[src/rtl/ysyx_25060170_lsu.sv]
`default_nettype none
// ============================================================================
// Module  : ysyx_25060170_lsu
// Brief   : Load/store stage between EXU and WBU. Runs one data-memory access
//           at a time over a req/gnt/rvalid bus, aligns and extends load data,
//           and registers the writeback bundle for WBU.
// Revision: 1.0 - initial release
// ============================================================================
module ysyx_25060170_lsu #(
  parameter int AW = 32,
  parameter int DW = 32
) (
  input  logic          clk,
  input  logic          rst,
  input  logic          ex_valid,
  output logic          ex_ready,
  input  logic [31:0]   ex_pc,
  input  logic [31:0]   ex_inst,
  input  logic [AW-1:0] ex_res,
  input  logic [DW-1:0] ex_sdata,
  input  logic [1:0]    ex_mem_op,
  input  logic [1:0]    ex_mem_size,
  input  logic          ex_mem_uns,
  input  logic [1:0]    ex_wb_ctl,
  input  logic          ex_rd_ena,
  input  logic [4:0]    ex_rd_addr,
  input  logic          flush,
  output logic          mem_req,
  output logic          mem_wen,
  output logic [AW-1:0] mem_addr,
  output logic [DW-1:0] mem_wdata,
  output logic [3:0]    mem_wstrb,
  input  logic          mem_gnt,
  input  logic          mem_rvalid,
  input  logic [DW-1:0] mem_rdata,
  output logic          ls_valid,
  output logic [DW-1:0] ls_rd_data,
  output logic [AW-1:0] exu_res,
  output logic [1:0]    wb_ctl,
  output logic [31:0]   inst_o,
  output logic [31:0]   pc_o,
  output logic [31:0]   ls_pc_o,
  output logic          rd_ena,
  output logic [4:0]    rd_addr,
  output logic          ls_misalign
);

  localparam logic [31:0] c_NOP      = 32'h0000_0013;
  localparam logic [1:0]  c_OP_LOAD  = 2'b01;
  localparam logic [1:0]  c_OP_STORE = 2'b10;

  typedef enum logic [1:0] {
    S_IDLE = 2'd0,
    S_REQ  = 2'd1,
    S_WAIT = 2'd2
  } state_e;

  state_e        state_q, state_d;

  // Instruction held in the LSU while its bus access is in progress
  logic [AW-1:0] addr_q, addr_d;
  logic [1:0]    size_q, size_d;
  logic          uns_q, uns_d;
  logic          wen_q, wen_d;
  logic [DW-1:0] wdata_q, wdata_d;
  logic [3:0]    wstrb_q, wstrb_d;
  logic          killed_q, killed_d;
  logic [31:0]   hpc_q, hpc_d;
  logic [31:0]   hinst_q, hinst_d;
  logic [1:0]    hwb_q, hwb_d;
  logic          hrden_q, hrden_d;
  logic [4:0]    hrdaddr_q, hrdaddr_d;

  // Writeback bundle registers
  logic [AW-1:0] res_q, res_d;
  logic [1:0]    wb_q, wb_d;
  logic [31:0]   inst_q, inst_d;
  logic [31:0]   pc_q, pc_d;
  logic          rden_q, rden_d;
  logic [4:0]    rdaddr_q, rdaddr_d;
  logic [DW-1:0] rdata_q, rdata_d;
  logic          mis_q, mis_d;

  logic          w_accept;
  logic          w_is_mem;
  logic          w_misalign;
  logic [3:0]    w_strb;
  logic [DW-1:0] w_wdata;
  logic [DW-1:0] w_ld_word;
  logic [DW-1:0] w_ld_data;

  // ex_ready is forced low while reset is held so every output reads 0
  assign ex_ready   = (state_q == S_IDLE) && rst;
  assign w_accept   = ex_valid && ex_ready && !flush;
  assign w_is_mem   = (ex_mem_op == c_OP_LOAD) || (ex_mem_op == c_OP_STORE);
  assign w_misalign = ((ex_mem_size == 2'b01) && ex_res[0]) ||
                      (ex_mem_size[1] && (ex_res[1:0] != 2'b00));
  assign w_wdata    = ex_sdata << {ex_res[1:0], 3'b000};
  assign w_ld_word  = mem_rdata >> {addr_q[1:0], 3'b000};

  // Byte-lane strobes for the store, derived from size and low address bits
  always_comb begin
    w_strb = 4'b1111;
    case (ex_mem_size)
      2'b00:   w_strb = 4'b0001 << ex_res[1:0];
      2'b01:   w_strb = 4'b0011 << ex_res[1:0];
      default: w_strb = 4'b1111;
    endcase
  end

  // Sign/zero extension of the shifted load word
  always_comb begin
    w_ld_data = w_ld_word;
    case (size_q)
      2'b00:   w_ld_data = {{24{~uns_q & w_ld_word[7]}}, w_ld_word[7:0]};
      2'b01:   w_ld_data = {{16{~uns_q & w_ld_word[15]}}, w_ld_word[15:0]};
      default: w_ld_data = w_ld_word;
    endcase
  end

  // Next-state, held-access and writeback bundle logic; default bundle is a bubble
  always_comb begin
    state_d   = state_q;
    addr_d    = addr_q;
    size_d    = size_q;
    uns_d     = uns_q;
    wen_d     = wen_q;
    wdata_d   = wdata_q;
    wstrb_d   = wstrb_q;
    killed_d  = killed_q;
    hpc_d     = hpc_q;
    hinst_d   = hinst_q;
    hwb_d     = hwb_q;
    hrden_d   = hrden_q;
    hrdaddr_d = hrdaddr_q;
    res_d     = '0;
    wb_d      = 2'b00;
    inst_d    = c_NOP;
    pc_d      = '0;
    rden_d    = 1'b0;
    rdaddr_d  = '0;
    rdata_d   = '0;
    mis_d     = 1'b0;
    case (state_q)
      S_IDLE: begin
        if (w_accept) begin
          if (w_is_mem && !w_misalign) begin
            state_d   = S_REQ;
            addr_d    = ex_res;
            size_d    = ex_mem_size;
            uns_d     = ex_mem_uns;
            wen_d     = (ex_mem_op == c_OP_STORE);
            wdata_d   = w_wdata;
            wstrb_d   = w_strb;
            killed_d  = 1'b0;
            hpc_d     = ex_pc;
            hinst_d   = ex_inst;
            hwb_d     = ex_wb_ctl;
            hrden_d   = ex_rd_ena;
            hrdaddr_d = ex_rd_addr;
          end else begin
            // ALU-only or misaligned: bundle passes straight through
            res_d    = ex_res;
            wb_d     = ex_wb_ctl;
            inst_d   = ex_inst;
            pc_d     = ex_pc;
            rdaddr_d = ex_rd_addr;
            rden_d   = ex_rd_ena && !(w_is_mem && w_misalign);
            mis_d    = w_is_mem && w_misalign;
          end
        end
      end
      S_REQ: begin
        if (flush) killed_d = 1'b1;
        if (mem_gnt) state_d = S_WAIT;
      end
      S_WAIT: begin
        if (flush) killed_d = 1'b1;
        if (mem_rvalid) begin
          state_d = S_IDLE;
          // A flushed access still drains the bus but leaves only a bubble
          if (!(killed_q || flush)) begin
            res_d    = addr_q;
            wb_d     = hwb_q;
            inst_d   = hinst_q;
            pc_d     = hpc_q;
            rden_d   = hrden_q;
            rdaddr_d = hrdaddr_q;
            rdata_d  = wen_q ? '0 : w_ld_data;
          end
        end
      end
      default: state_d = S_IDLE;
    endcase
  end

  // State, held access and writeback registers with asynchronous active-low reset
  always_ff @(posedge clk or negedge rst) begin
    if (!rst) begin
      state_q   <= S_IDLE;
      addr_q    <= '0;
      size_q    <= '0;
      uns_q     <= 1'b0;
      wen_q     <= 1'b0;
      wdata_q   <= '0;
      wstrb_q   <= '0;
      killed_q  <= 1'b0;
      hpc_q     <= '0;
      hinst_q   <= '0;
      hwb_q     <= '0;
      hrden_q   <= 1'b0;
      hrdaddr_q <= '0;
      res_q     <= '0;
      wb_q      <= '0;
      inst_q    <= '0;
      pc_q      <= '0;
      rden_q    <= 1'b0;
      rdaddr_q  <= '0;
      rdata_q   <= '0;
      mis_q     <= 1'b0;
    end else begin
      state_q   <= state_d;
      addr_q    <= addr_d;
      size_q    <= size_d;
      uns_q     <= uns_d;
      wen_q     <= wen_d;
      wdata_q   <= wdata_d;
      wstrb_q   <= wstrb_d;
      killed_q  <= killed_d;
      hpc_q     <= hpc_d;
      hinst_q   <= hinst_d;
      hwb_q     <= hwb_d;
      hrden_q   <= hrden_d;
      hrdaddr_q <= hrdaddr_d;
      res_q     <= res_d;
      wb_q      <= wb_d;
      inst_q    <= inst_d;
      pc_q      <= pc_d;
      rden_q    <= rden_d;
      rdaddr_q  <= rdaddr_d;
      rdata_q   <= rdata_d;
      mis_q     <= mis_d;
    end
  end

  assign mem_req     = (state_q == S_REQ);
  assign mem_wen     = wen_q;
  assign mem_addr    = {addr_q[AW-1:2], 2'b00};
  assign mem_wdata   = wdata_q;
  assign mem_wstrb   = wstrb_q;
  assign ls_valid    = (state_q != S_IDLE);
  assign ls_pc_o     = hpc_q;
  assign ls_rd_data  = rdata_q;
  assign exu_res     = res_q;
  assign wb_ctl      = wb_q;
  assign inst_o      = inst_q;
  assign pc_o        = pc_q;
  assign rd_ena      = rden_q;
  assign rd_addr     = rdaddr_q;
  assign ls_misalign = mis_q;

endmodule
`default_nettype wire

[config.mk]
export PLATFORM = sky130hd
export DESIGN_NAME = ysyx_25060170_lsu
export DESIGN_NICKNAME = d
export VERILOG_FILES = /design/src/rtl/ysyx_25060170_lsu.sv
export SDC_FILE = /design/constraint.sdc
export NUM_CORES = 1
export LEC_CHECK = 0
export ABC_AREA = 1
export BUFFER_PORTS_ARGS = -buffer_cell sky130_fd_sc_hd__buf_2
export CAP_MARGIN = 30
export CORE_AREA = 2 2 164 166
export DETAILED_ROUTE_END_ITERATION = 10
export DIE_AREA = 0 0 166 168
export PLACE_DENSITY = 0.75
export SYNTH_ARGS = -nofsm -noshare
export SYNTH_HDL_FRONTEND = slang
export SYNTH_SLANG_ARGS = --single-unit
[constraint.sdc]
create_clock -name clk -period 1.9 [get_ports clk]
set_input_delay 0 -clock clk [delete_from_list [all_inputs] [get_ports clk]]
set_output_delay 0 -clock clk [all_outputs]
set_load 0.05 [all_outputs]
Word-level counts from Yosys, hierarchy flattened. Cells that the tools add are included.

Flip-flop bits (word level): 284. Input bits: 179. Output and inout bits: 241. Word-level logic and storage cells: 111.

Bitwise gates (word level): 3. Mux-type cells: 48. Shift-type cells: 4. Equality and inequality tests: 11. Reduce and logical (&&, ||, !) cells: 24.

Operators with widths (number): 32-bit 2-to-1 mux (16); 32-bit case mux with 2 select lines (4); 32-bit by 5-bit << shifter with 32-bit output (1); 32-bit by 5-bit >> shifter with 32-bit output (1); 5-bit 2-to-1 mux (4); 2-bit 2-to-1 mux (8); 1-bit 2-to-1 mux (10); 5-bit case mux with 2 select lines (1); 2-bit by 1-bit equality test with 1-bit output, second input constant (4); 1-bit logical AND (8); 4-bit case mux with 2 select lines (1); 4-bit AND reduction (2); 2-bit logical NOT (3); 2-bit by 1-bit inequality test with 1-bit output, second input constant (3); 2-bit case mux with 3 select lines (1); 2-bit nonzero test (3); 2-bit equality test, second input constant (2); 2-bit inequality test, second input constant (2); 1-bit case mux with 2 select lines (2); 2-bit case mux with 2 select lines (1); 1-bit by 2-bit << shifter with 4-bit output, first input constant (1); 2-bit by 2-bit << shifter with 4-bit output, first input constant (1); 1-bit logical NOT (3); 1-bit logical OR (3); 4 further kinds (5).

Depth between registers and ports, before layout. Gate-level depths: netlist of run 1.

Depth in word-level cells: 9. Gate-level depth with buffers: 12. Mapped depth without buffers: 9.

Least setup slack after synthesis of run 1. OpenSTA, ideal clock, no wires.

Path kind: register to register. Start point: reg state_q[0]. End point: reg wdata_q[24] (netlist: mem_wdata[24]). Required time: 1.780 ns. Period minus slack after synthesis: 1.964 ns. Stages on the path, launching flop included: 13. Arrival: 1.844 ns. Setup slack: -0.064 ns. Path buffers: 3. Library setup time: 0.120 ns. Path through: dfrtp_1 inv_1 ha_1 buf_4 nand2_1 inv_2 nand3_2 nor2_4 inv_2 buf_4 buf_2 nand2_1 nand2_1.

Longest elaborated chain between the ends: 5.

Ends and longest elaborated chain: start, declared (line 58) `state_e state_q, state_d;`; start signal, assigned (line 222) `state_q <= state_d;`; 2-bit logical NOT (line 93) `assign ex_ready = (state_q == S_IDLE) && rst;`; 1-bit logical AND (line 93); named net ex_ready (line 16) `output logic ex_ready,`; 1-bit logical AND (2 in series) (line 94) `assign w_accept = ex_valid && ex_ready && !flush;`; 3-bit AND reduction (no source line); end signal, assigned (line 227) `wdata_q <= wdata_d;`; end, declared (line 65) `logic [DW-1:0] wdata_q, wdata_d;`.

The timed path passes the listed nets, and every way through them passes these cells. A chain may end at the register's enable or synchronous reset.

Worst setup path in the final report of run 1.
Start point: reg addr_q[0]. End point: reg rdata_q[10] (netlist: ls_rd_data[10]).

Longest elaborated chain between the ends: 7.

Ends and longest elaborated chain: start, declared (line 61) `logic [AW-1:0] addr_q, addr_d;`; start signal, assigned (line 223) `addr_q <= addr_d;`; 32-bit by 5-bit >> shifter with 32-bit output * (line 99) `assign w_ld_word = mem_rdata >> {addr_q[1:0], 3'b000};`; 1-bit AND (line 115) `2'b00: w_ld_data = {{24{~uns_q & w_ld_word[7]}}, w_ld_word[7:0]};`; 32-bit case mux with 2 select lines * (line 114) `case (size_q)`; 32-bit 2-to-1 mux * (line 189) `rdata_d = wen_q ? '0 : w_ld_data;`; 32-bit 2-to-1 mux * (line 182) `if (!(killed_q || flush)) begin`; 32-bit 2-to-1 mux * (line 179) `if (mem_rvalid) begin`; 32-bit 2-to-1 mux * (line 144) `case (state_q)`; named net rdata_d[10] (line 81) `logic [DW-1:0] rdata_q, rdata_d;`; end signal, assigned (line 241) `rdata_q <= rdata_d;`; end, declared (line 81).

The timed path passes the listed nets; every way through them passes the cells marked *.

==> insert_results.sql, run 1 <==
INSERT INTO impl_metrics (metric_group, metric, value, unit) VALUES
('layout', 'area_growth_syn_to_layout', '44.9', '%'),
('power', 'cellPowerDensity', '1340', 'nW/µm²'),
('synthesis', 'ys_warn_count', '0', ''),
('critical_path', 'critical_path.startpoint_type', 'flop', ''),
('synthesis', 'synth.area.top_cells', 'sky130_fd_sc_hd__dfrtp_1 (58%), sky130_fd_sc_hd__nand2_1 (12%), sky130_fd_sc_hd__o21ai_0 (6.7%)', ''),
('clocking', 'clock-sinks', '284', ''),
('run', 'drv_cap', '0', ''),
('routing', 'postRouteAntennaNets', '0', ''),
('sta', 'tightestPinTransition', '0.850', 'ns'),
('layout', 'nets', '2113', ''),
('synthesis', 'synth-adder-area-share', '0.00512', ''),
('clocking', 'cts_made_buffers', '30', ''),
('synthesis', 'synth_cells', '1350', ''),
('sta', 'slew-limit-headroom', '0.433', ''),
('power', 'pleak', '0.00965', 'µW'),
('sta', 'final_hold_viol_count', '0', ''),
('synthesis', 'synth_area_per_cell', '9.04', 'µm²'),
('global_routing', 'grt-ovfl-total', '0', ''),
('synthesis', 'synth_compound_gate_area_share', '0.153', ''),
('routing', 'drt-initial-drc-count', '1087', ''),
('floorplan', 'num_io_pins', '420', ''),
('sta', 'timing.hold.ws', '0.0372', 'ns'),
('sta', 'finClkSkew', '0.0126', 'ns'),
('routing', 'detail_route.first_pass.iterations', '6', ''),
('routing', 'remaining_drcs', '0', ''),
('place', 'dp_hpwl', '23200', 'µm'),
('floorplan', 'die_width', '166', 'µm'),
('critical_path', 'worstSetupPathType', 'reg2reg', ''),
('layout', 'final_design_area_no_fill', '17700', 'µm²'),
('clocking', 'worst_skew_pair.late_latency', '0.55', 'ns'),
('global_routing', 'pin_count_of_the_biggest_net_entering_global_routing', '151', ''),
('critical_path', 'r2r-start', 'addr_q[0]', ''),
('sta', 'final_period_minus_worst_setup_slack', '1.84', 'ns'),
('synthesis', 'synth_seq_area_share', '0.582', ''),
('floorplan', 'std_cell_rows', '60', ''),
('run_status', 'run_status', 'finished clean', ''),
('critical_path', 'critical_path.max_fanout', '28', ''),
('worst_hold_path', 'source_of_the_worst_hold_timing_path', 'ex_sdata[10]', ''),
('floorplan', 'initial_utilization', '0.463', ''),
('sta', 'final_min_period_over_clock_period', '0.967', ''),
('layout', 'fin_util', '0.672', ''),
('place', 'io_buffer_count', '417', ''),
('critical_path', 'reg2reg_slack', '0.06', 'ns'),
('global_routing', 'grt_antenna_before_repair', '2', ''),
('power', 'switching_fraction_of_total_power', '0.424', ''),
('critical_path', 'critical_path.reg2reg.endpoint', 'ls_rd_data[10]', ''),
('layout', 'leading_cell_type_in_the_layout_fill_and_taps_excluded', 'sky130_fd_sc_hd__buf_2', ''),
('sta', 'fmaxAchievable', '544', 'MHz'),
('worst_hold_path', 'worstHoldPathType', 'in2reg', ''),
('synthesis', 'synthDominantAreaCellType', 'sky130_fd_sc_hd__dfrtp_1', ''),
('floorplan', 'floorplan.die_area', '27900', 'µm²'),
('power', 'cell_internal_pwr', '13600', 'µW'),
('synthesis', 'post_synth_and_or_nand_nor_area_fraction', '0.158', ''),
('clocking', 'maximum_buffer_depth_of_the_clock_tree', '3', ''),
('global_routing', 'vias_in_the_first_global_route', '11860', ''),
('routing', 'routed_wire_length_per_instance', '17.0', 'µm'),
('synthesis', 'xor_xnor_cell_area_share_of_the_yosys_netlist', '0', ''),
('synthesis', 'share_of_cell_area_taken_by_muxes_after_synthesis', '0', ''),
('clocking', 'tritoncts', 'done', ''),
('critical_path', 'critPathRequiredTime', '2.36', 'ns'),
('clocking', 'clk_transition_reported_paths', '0.06', 'ns'),
('clocking', 'cts_htree_levels', '1', ''),
('routing', 'detail_route.vias_per_cell', '5.11', ''),
('layout', 'stdcell_count', '2297', ''),
('critical_path', 'r2r_cells', '7', ''),
('sta', 'maxSlewViolCount', '0', ''),
('layout', 'most_used_cells_in_the_layout_excluding_fill_and_tap_cells', 'sky130_fd_sc_hd__buf_2 (416), sky130_fd_sc_hd__nand2_1 (376), sky130_fd_sc_hd__dfrtp_1 (283), sky130_fd_sc_hd__dlygate4sd3_1 (202), sky130_fd_sc_hd__o21ai_0 (164)', ''),
('layout', 'drive_gt1_frac', '0.307', ''),
('synthesis', 'synthDistinctLibCells', '27', ''),
('power', 'peakVddDrop', '0.000891', 'V'),
('routing', 'dr_total_vias', '11738', '');
## critical path, stage by stage (launching register included)
cell,delay (ns)
sky130_fd_sc_hd__dfrtp_2,0.46
sky130_fd_sc_hd__inv_4,0.13
sky130_fd_sc_hd__buf_12,0.17
sky130_fd_sc_hd__nand2_1,0.08
sky130_fd_sc_hd__nand3_1,0.06
sky130_fd_sc_hd__dlygate4sd3_1,0.56
sky130_fd_sc_hd__nand3_1,0.13
sky130_fd_sc_hd__a21oi_1,0.16
## registers in the layout (all words and copies together), names as in the netlist, 4 cells and up
name        count
addr_q         32
exu_res        32
hinst_q        32
inst_o         32
ls_pc_o        32
ls_rd_data     32
mem_wdata      32
pc_o           32
hrdaddr_q       5
rd_addr         5
mem_wstrb       4
## cell usage after synthesis
cell	number
sky130_fd_sc_hd__o22ai_1	2
sky130_fd_sc_hd__nand2_2	2
sky130_fd_sc_hd__buf_1	2
sky130_fd_sc_hd__buf_4	35
sky130_fd_sc_hd__nor2_4	1
sky130_fd_sc_hd__clkbuf_1	33
sky130_fd_sc_hd__dfrtp_1	284
sky130_fd_sc_hd__o21ai_0	164
sky130_fd_sc_hd__o31ai_1	8
sky130_fd_sc_hd__inv_2	7
sky130_fd_sc_hd__or2_2	1
sky130_fd_sc_hd__conb_1	1
sky130_fd_sc_hd__a21oi_1	30
sky130_fd_sc_hd__nand3_2	4
sky130_fd_sc_hd__o21ai_1	42
sky130_fd_sc_hd__o21ai_2	70
sky130_fd_sc_hd__nand2_1	377
sky130_fd_sc_hd__inv_1	138
sky130_fd_sc_hd__nand4_1	2
sky130_fd_sc_hd__a211oi_1	1
sky130_fd_sc_hd__buf_2	29
sky130_fd_sc_hd__nor2_1	51
sky130_fd_sc_hd__buf_6	13
sky130_fd_sc_hd__nor3_2	1
sky130_fd_sc_hd__clkinv_1	1
sky130_fd_sc_hd__nand3_1	46
sky130_fd_sc_hd__ha_1	5
## per-layer routing
metal,global-route usage,share of wire
met1,0.330,0.37
met2,0.450,0.49
met3,0.0574,0.079
met4,0.137,0.058
met5,0,0
## worst max path at each step
stage	startpoint	to	slack, ns	cells after the start
2_1_floorplan	state_q[0]	mem_wdata[24]	0.0007	12
3_3_place_gp	state_q[0]	addr_q[31]	0.14	10
3_5_place_dp	state_q[0]	ls_pc_o[31]	0.06	10
4_1_cts	state_q[0]	addr_q[19]	0.02	10
5_1_grt	size_q[1]	ls_rd_data[16]	-0.02	7
6_report	addr_q[0]	ls_rd_data[10]	0.06	7
## area by class of cell
cell class	count	area, µm²
Antenna cell	3	7.51
Multi-Input combinational cell	809	3890
Timing Repair inverter	1	8.76
Tap cell	341	427
Fill cell	1888	8650
Timing Repair Buffer	657	4640
Sequential cell	284	7110
Inverter	146	573
Clock buffer	41	873
Clock inverter	15	169
## cell families (layout without fill, tap and decap cells)
| logic type | Yosys count | count (layout) |
|---|---|---|
| AOI/OAI and AO/OA | 317 | 317 |
| buffers and inverters | 258 | 860 |
| and+or+nand+nor | 485 | 485 |
| adders and majority gates | 5 | 5 |
| DFF | 284 | 284 |
| other | 1 | 5 |
## what timing repair did
action                                  in CTS  in global routing
gates resized for setup                      0                 19
hold buffers                               202                  0
endpoints found under the hold margin      566                  0
endpoints found under the setup margin       0                144
setup buffers                                0                  7
## power by group through the flow
stage	Combinational (µW)	Clock, µW	Sequential (µW)
5_1_grt	9790	6480	8530
6_report	9210	6110	8380
4_1_cts	8900	6200	8330
2_1_floorplan	4190	0	10700
3_3_place_gp	8230	0	8360
3_5_place_dp	8390	0	8400
## stage by stage
| step | setup slack (ns) | setup TNS, ns |
|---|---|---|
| final | 0.0633 | 0 |
| after global routing | -0.0162 | -0.0162 |
| after CTS | 0.0192 | 0 |
| after detailed placement | 0.0615 | 0 |
| after global placement | 0.139 | 0 |
| after floorplan | 0.000730 | 0 |
Note: power is estimated with default switching activity, not from simulation.
==> inputs of run 2 (changes only) <==
Settings changed: PLACE_DENSITY 0.75 to 0.83.
==> run 2 against run 1 <==
Effect of this change:
- the flow now finishes with violations (setup timing)
- total power is 0.38% lower
- routed wire length is 10% higher
- global-route usage is 2.1 points higher
- sequential share of layout area is 0.19 points higher
- non-clock buffer count is 3 lower
- cell count is 0.35% lower
==> insert_results.sql, run 2 (synthesis results as in run 1) <==
INSERT INTO impl_metrics (metric_group, metric, value, unit) VALUES
('routing', 'route.layer.met1.wl', '15200', 'µm'),
('routing', 'detail_route.vias_per_cell', '5.43', ''),
('place', 'io_buffer_count', '417', ''),
('sta', 'fmaxAchievable', '521', 'MHz'),
('critical_path', 'critical-path-slowest-cell', 'sky130_fd_sc_hd__dlygate4sd3_1', ''),
('power', 'cell_internal_pwr', '13400', 'µW'),
('layout', 'most_used_cells_in_the_layout_excluding_fill_and_tap_cells', 'sky130_fd_sc_hd__buf_2 (416), sky130_fd_sc_hd__nand2_1 (375), sky130_fd_sc_hd__dfrtp_1 (283), sky130_fd_sc_hd__dlygate4sd3_1 (193), sky130_fd_sc_hd__o21ai_0 (160)', ''),
('power', 'clk_pwr_share', '0.253', ''),
('clocking', 'tritoncts', 'done', ''),
('layout', 'multi_input_area', '3910', 'µm²'),
('layout', 'fillCellCount', '1809', ''),
('place', 'dp_hpwl', '23600', 'µm'),
('global_routing', 'grt_antenna_before_repair', '3', ''),
('floorplan', 'floorplan.die_area', '27900', 'µm²'),
('worst_hold_path', 'source_of_the_worst_hold_timing_path', 'ex_sdata[14]', ''),
('critical_path', 'critical_path.startpoint_type', 'primary input', ''),
('layout', 'final_design_area_no_fill', '17600', 'µm²'),
('layout', 'nets', '2110', ''),
('place', 'place_area', '14400', 'µm²'),
('power', 'combPwrFrac', '0.390', ''),
('global_routing', 'pin_count_of_the_biggest_net_entering_global_routing', '184', ''),
('floorplan', 'initial_utilization', '0.463', ''),
('global_routing', 'grt-ovfl-total', '0', ''),
('routing', 'routed-wl-met3', '3880', 'µm'),
('critical_path', 'critical_path.max_fanout', '29', ''),
('power', 'power_switching', '10200', 'µW'),
('layout', 'drive_gt1_frac', '0.309', ''),
('critical_path', 'reg2reg_slack', '0.02', 'ns'),
('floorplan', 'coreArea', '26400', 'µm²'),
('routing', 'postRouteAntennaNets', '0', ''),
('critical_path', 'worst-path-stages', '10', ''),
('sta', 'final_period_minus_worst_setup_slack', '1.92', 'ns'),
('power', 'cellPowerDensity', '1340', 'nW/µm²'),
('routing', 'detail_route.first_pass.iterations', '7', ''),
('power', 'share_seq_of_total_power', '0.357', ''),
('critical_path', 'cp_slowest_stage_delay', '0.60', 'ns'),
('run_status', 'run_status', 'finished with violations', ''),
('sta', 'tightestPinTransition', '0.974', 'ns'),
('worst_hold_path', 'whs_path_depth', '7', ''),
('global_routing', 'wire_length_of_the_first_global_routing_pass', '65100', 'µm'),
('critical_path', 'crit_path_cell_trace', 'dlygate4sd3_1, buf_2, buf_8, clkinv_1, buf_6, o21ai_0, o21ai_0, dlygate4sd3_1, nand2_1, nand2_1', ''),
('critical_path', 'worst_ep_arrival_time', '2.35', 'ns'),
('floorplan', 'num_io_pins', '420', ''),
('worst_hold_path', 'worstHoldPathType', 'in2reg', ''),
('sta', 'maxSlewViolCount', '0', ''),
('clocking', 'cts_made_buffers', '30', ''),
('routing', 'dr_total_vias', '12420', ''),
('sta', 'timing.hold.ws', '0.0384', 'ns'),
('global_routing', 'vias_in_the_first_global_route', '12424', ''),
('sta', 'final_min_period_over_clock_period', '1.01', ''),
('critical_path', 'worstSetupEndpointType', 'flop', ''),
('global_routing', 'grtUsageTotal', '0.290', ''),
('sta', 'finClkSkew', '0.00869', 'ns'),
('sta', 'slew-limit-headroom', '0.351', ''),
('layout', 'leading_cell_type_in_the_layout_fill_and_taps_excluded', 'sky130_fd_sc_hd__buf_2', ''),
('sta', 'report.final.setup_viol', '1', ''),
('power', 'peakVddDrop', '0.00100', 'V'),
('routing', 'drt-initial-drc-count', '1423', ''),
('clocking', 'clock-sinks', '284', ''),
('sta', 'layout_setup_ws', '-0.0182', 'ns'),
('clocking', 'library_cell_used_as_clock_root_buffer', 'sky130_fd_sc_hd__clkbuf_16', ''),
('floorplan', 'std_cell_rows', '60', ''),
('sta', 'final_hold_viol_count', '0', ''),
('routing', 'routed.top_layer', 'met5', ''),
('critical_path', 'worstSetupPathType', 'in2reg', ''),
('routing', 'routed_wire_length_per_instance', '18.7', 'µm'),
('routing', 'detail_route.wirelength', '42800', 'µm'),
('routing', 'routed-wl-met2', '20800', 'µm'),
('clocking', 'maximum_buffer_depth_of_the_clock_tree', '3', ''),
('floorplan', 'die_width', '166', 'µm'),
('critical_path', 'critical-path-top-delay-family', 'buffers and inverters', ''),
('place', 'gp_routability_congestion', '0.918', ''),
('critical_path', 'critPathRequiredTime', '2.33', 'ns'),
('clocking', 'clk_transition_reported_paths', '0.06', 'ns'),
('run_status', 'failed_checks', 'setup timing', ''),
('run', 'drv_cap', '0', ''),
('critical_path', 'r2r_cells', '6', ''),
('power', 'switching_fraction_of_total_power', '0.433', ''),
('critical_path', 'path_buf_inv', '6', ''),
('routing', 'remaining_drcs', '0', ''),
('clocking', 'worst_skew_pair.late_latency', '0.55', 'ns'),
('layout', 'area_growth_syn_to_layout', '44.3', '%'),
('clocking', 'cts_htree_levels', '1', ''),
('worst_hold_path', 'endpoint_of_the_worst_hold_path', 'mem_wdata[14]', ''),
('critical_path', 'r2r-start', 'state_q[0]', ''),
('critical_path', 'critical_path.reg2reg.endpoint', 'ls_rd_data[12]', ''),
('layout', 'regArea', '7110', 'µm²'),
('power', 'pleak', '0.00964', 'µW'),
('critical_path', 'setup.worst_path.start', 'ex_res[1]', ''),
('floorplan', 'fp.dieH', '168', 'µm');
==> run 2: cell count changes in the layout (fill, tap and decap cells not counted), moves of 2 or more <==
| cell | delta |
|---|---|
| sky130_fd_sc_hd__clkbuf_16 | +3 |
| sky130_fd_sc_hd__o21ai_1 | +4 |
| sky130_fd_sc_hd__buf_16 | +3 |
| sky130_fd_sc_hd__dlygate4sd3_1 | -9 |
| sky130_fd_sc_hd__inv_2 | +2 |
| sky130_fd_sc_hd__o21ai_0 | -4 |
| sky130_fd_sc_hd__buf_12 | -9 |
| sky130_fd_sc_hd__buf_4 | +9 |
| sky130_fd_sc_hd__clkinvlp_4 | -2 |
| sky130_fd_sc_hd__clkbuf_8 | -3 |
==> run 2: layout make-up <==
type	instances	share of cell area
Sequential cell	284	0.404
Timing Repair Buffer	654	0.261
Multi-Input combinational cell	809	0.222
Clock buffer	39	0.0474
Inverter	146	0.0322
Tap cell	341	0.0242
Clock inverter	13	0.00888
Timing Repair inverter	1	0.000497
Antenna cell	2	0.000284
==> run 2: power groups by stage <==
stage | registers [µW] | clock network [µW] | logic (µW)
finish | 8430 | 5970 | 9210
global route | 8570 | 6280 | 9720
CTS | 8350 | 5980 | 8760
detailed placement | 8420 | 0 | 8380
global placement | 8370 | 0 | 8190
floorplan | 10700 | 0 | 4190
==> run 2: worst max-delay path by stage <==
| stage | end | slack [ns] |
|---|---|---|
| after detailed placement | pc_o[31] | -0.11 |
| after global placement | exu_res[25] | 0.07 |
| after floorplan | mem_wdata[24] | 0.0007 |
| final | mem_wdata[18] | -0.02 |
| after global routing | ls_rd_data[12] | -0.05 |
| after CTS | rd_addr[4] | 0.04 |
==> run 2: layer usage <==
| metal | up-vias | global-route usage |
|---|---|---|
| met5 | - | 0 |
| met4 | 2 | 0.184 |
| met3 | 256 | 0.0658 |
| met2 | 921 | 0.481 |
| met1 | 5841 | 0.342 |
| li1 | 5400 | - |
==> run 2: per-stage QoR <==
step                 util  std cells  TNS, ns  power, µW  setup slack [ns]
finish              0.668       2289  -0.0182      23600           -0.0182
global route        0.668       2289   -0.295      24600           -0.0544
CTS                 0.659       2275        0      23100            0.0371
detailed placement  0.547       2029   -0.775      16800            -0.107
global placement    0.547       2029        0      16600            0.0706
floorplan               -       1351        0      14900          0.000730
==> run 2: worst reg2reg max path: cells and delay by family, from the launching register on <==
family,cells,cell delay (ns)
fa+ha+maj,1,0.28
simple gates,2,0.41
buf+inv,2,0.40
flops,1,0.41
compound gates,1,0.29
==> run 2: what timing repair did <==
action                                 in CTS  in global routing
setup endpoints to repair                  36                187
gates resized for setup                     3                 24
pin swaps                                   1                  1
cloned                                      0                  4
hold buffers                              193                  0
setup buffers                               1                  8
endpoints found under the hold margin     502                  0
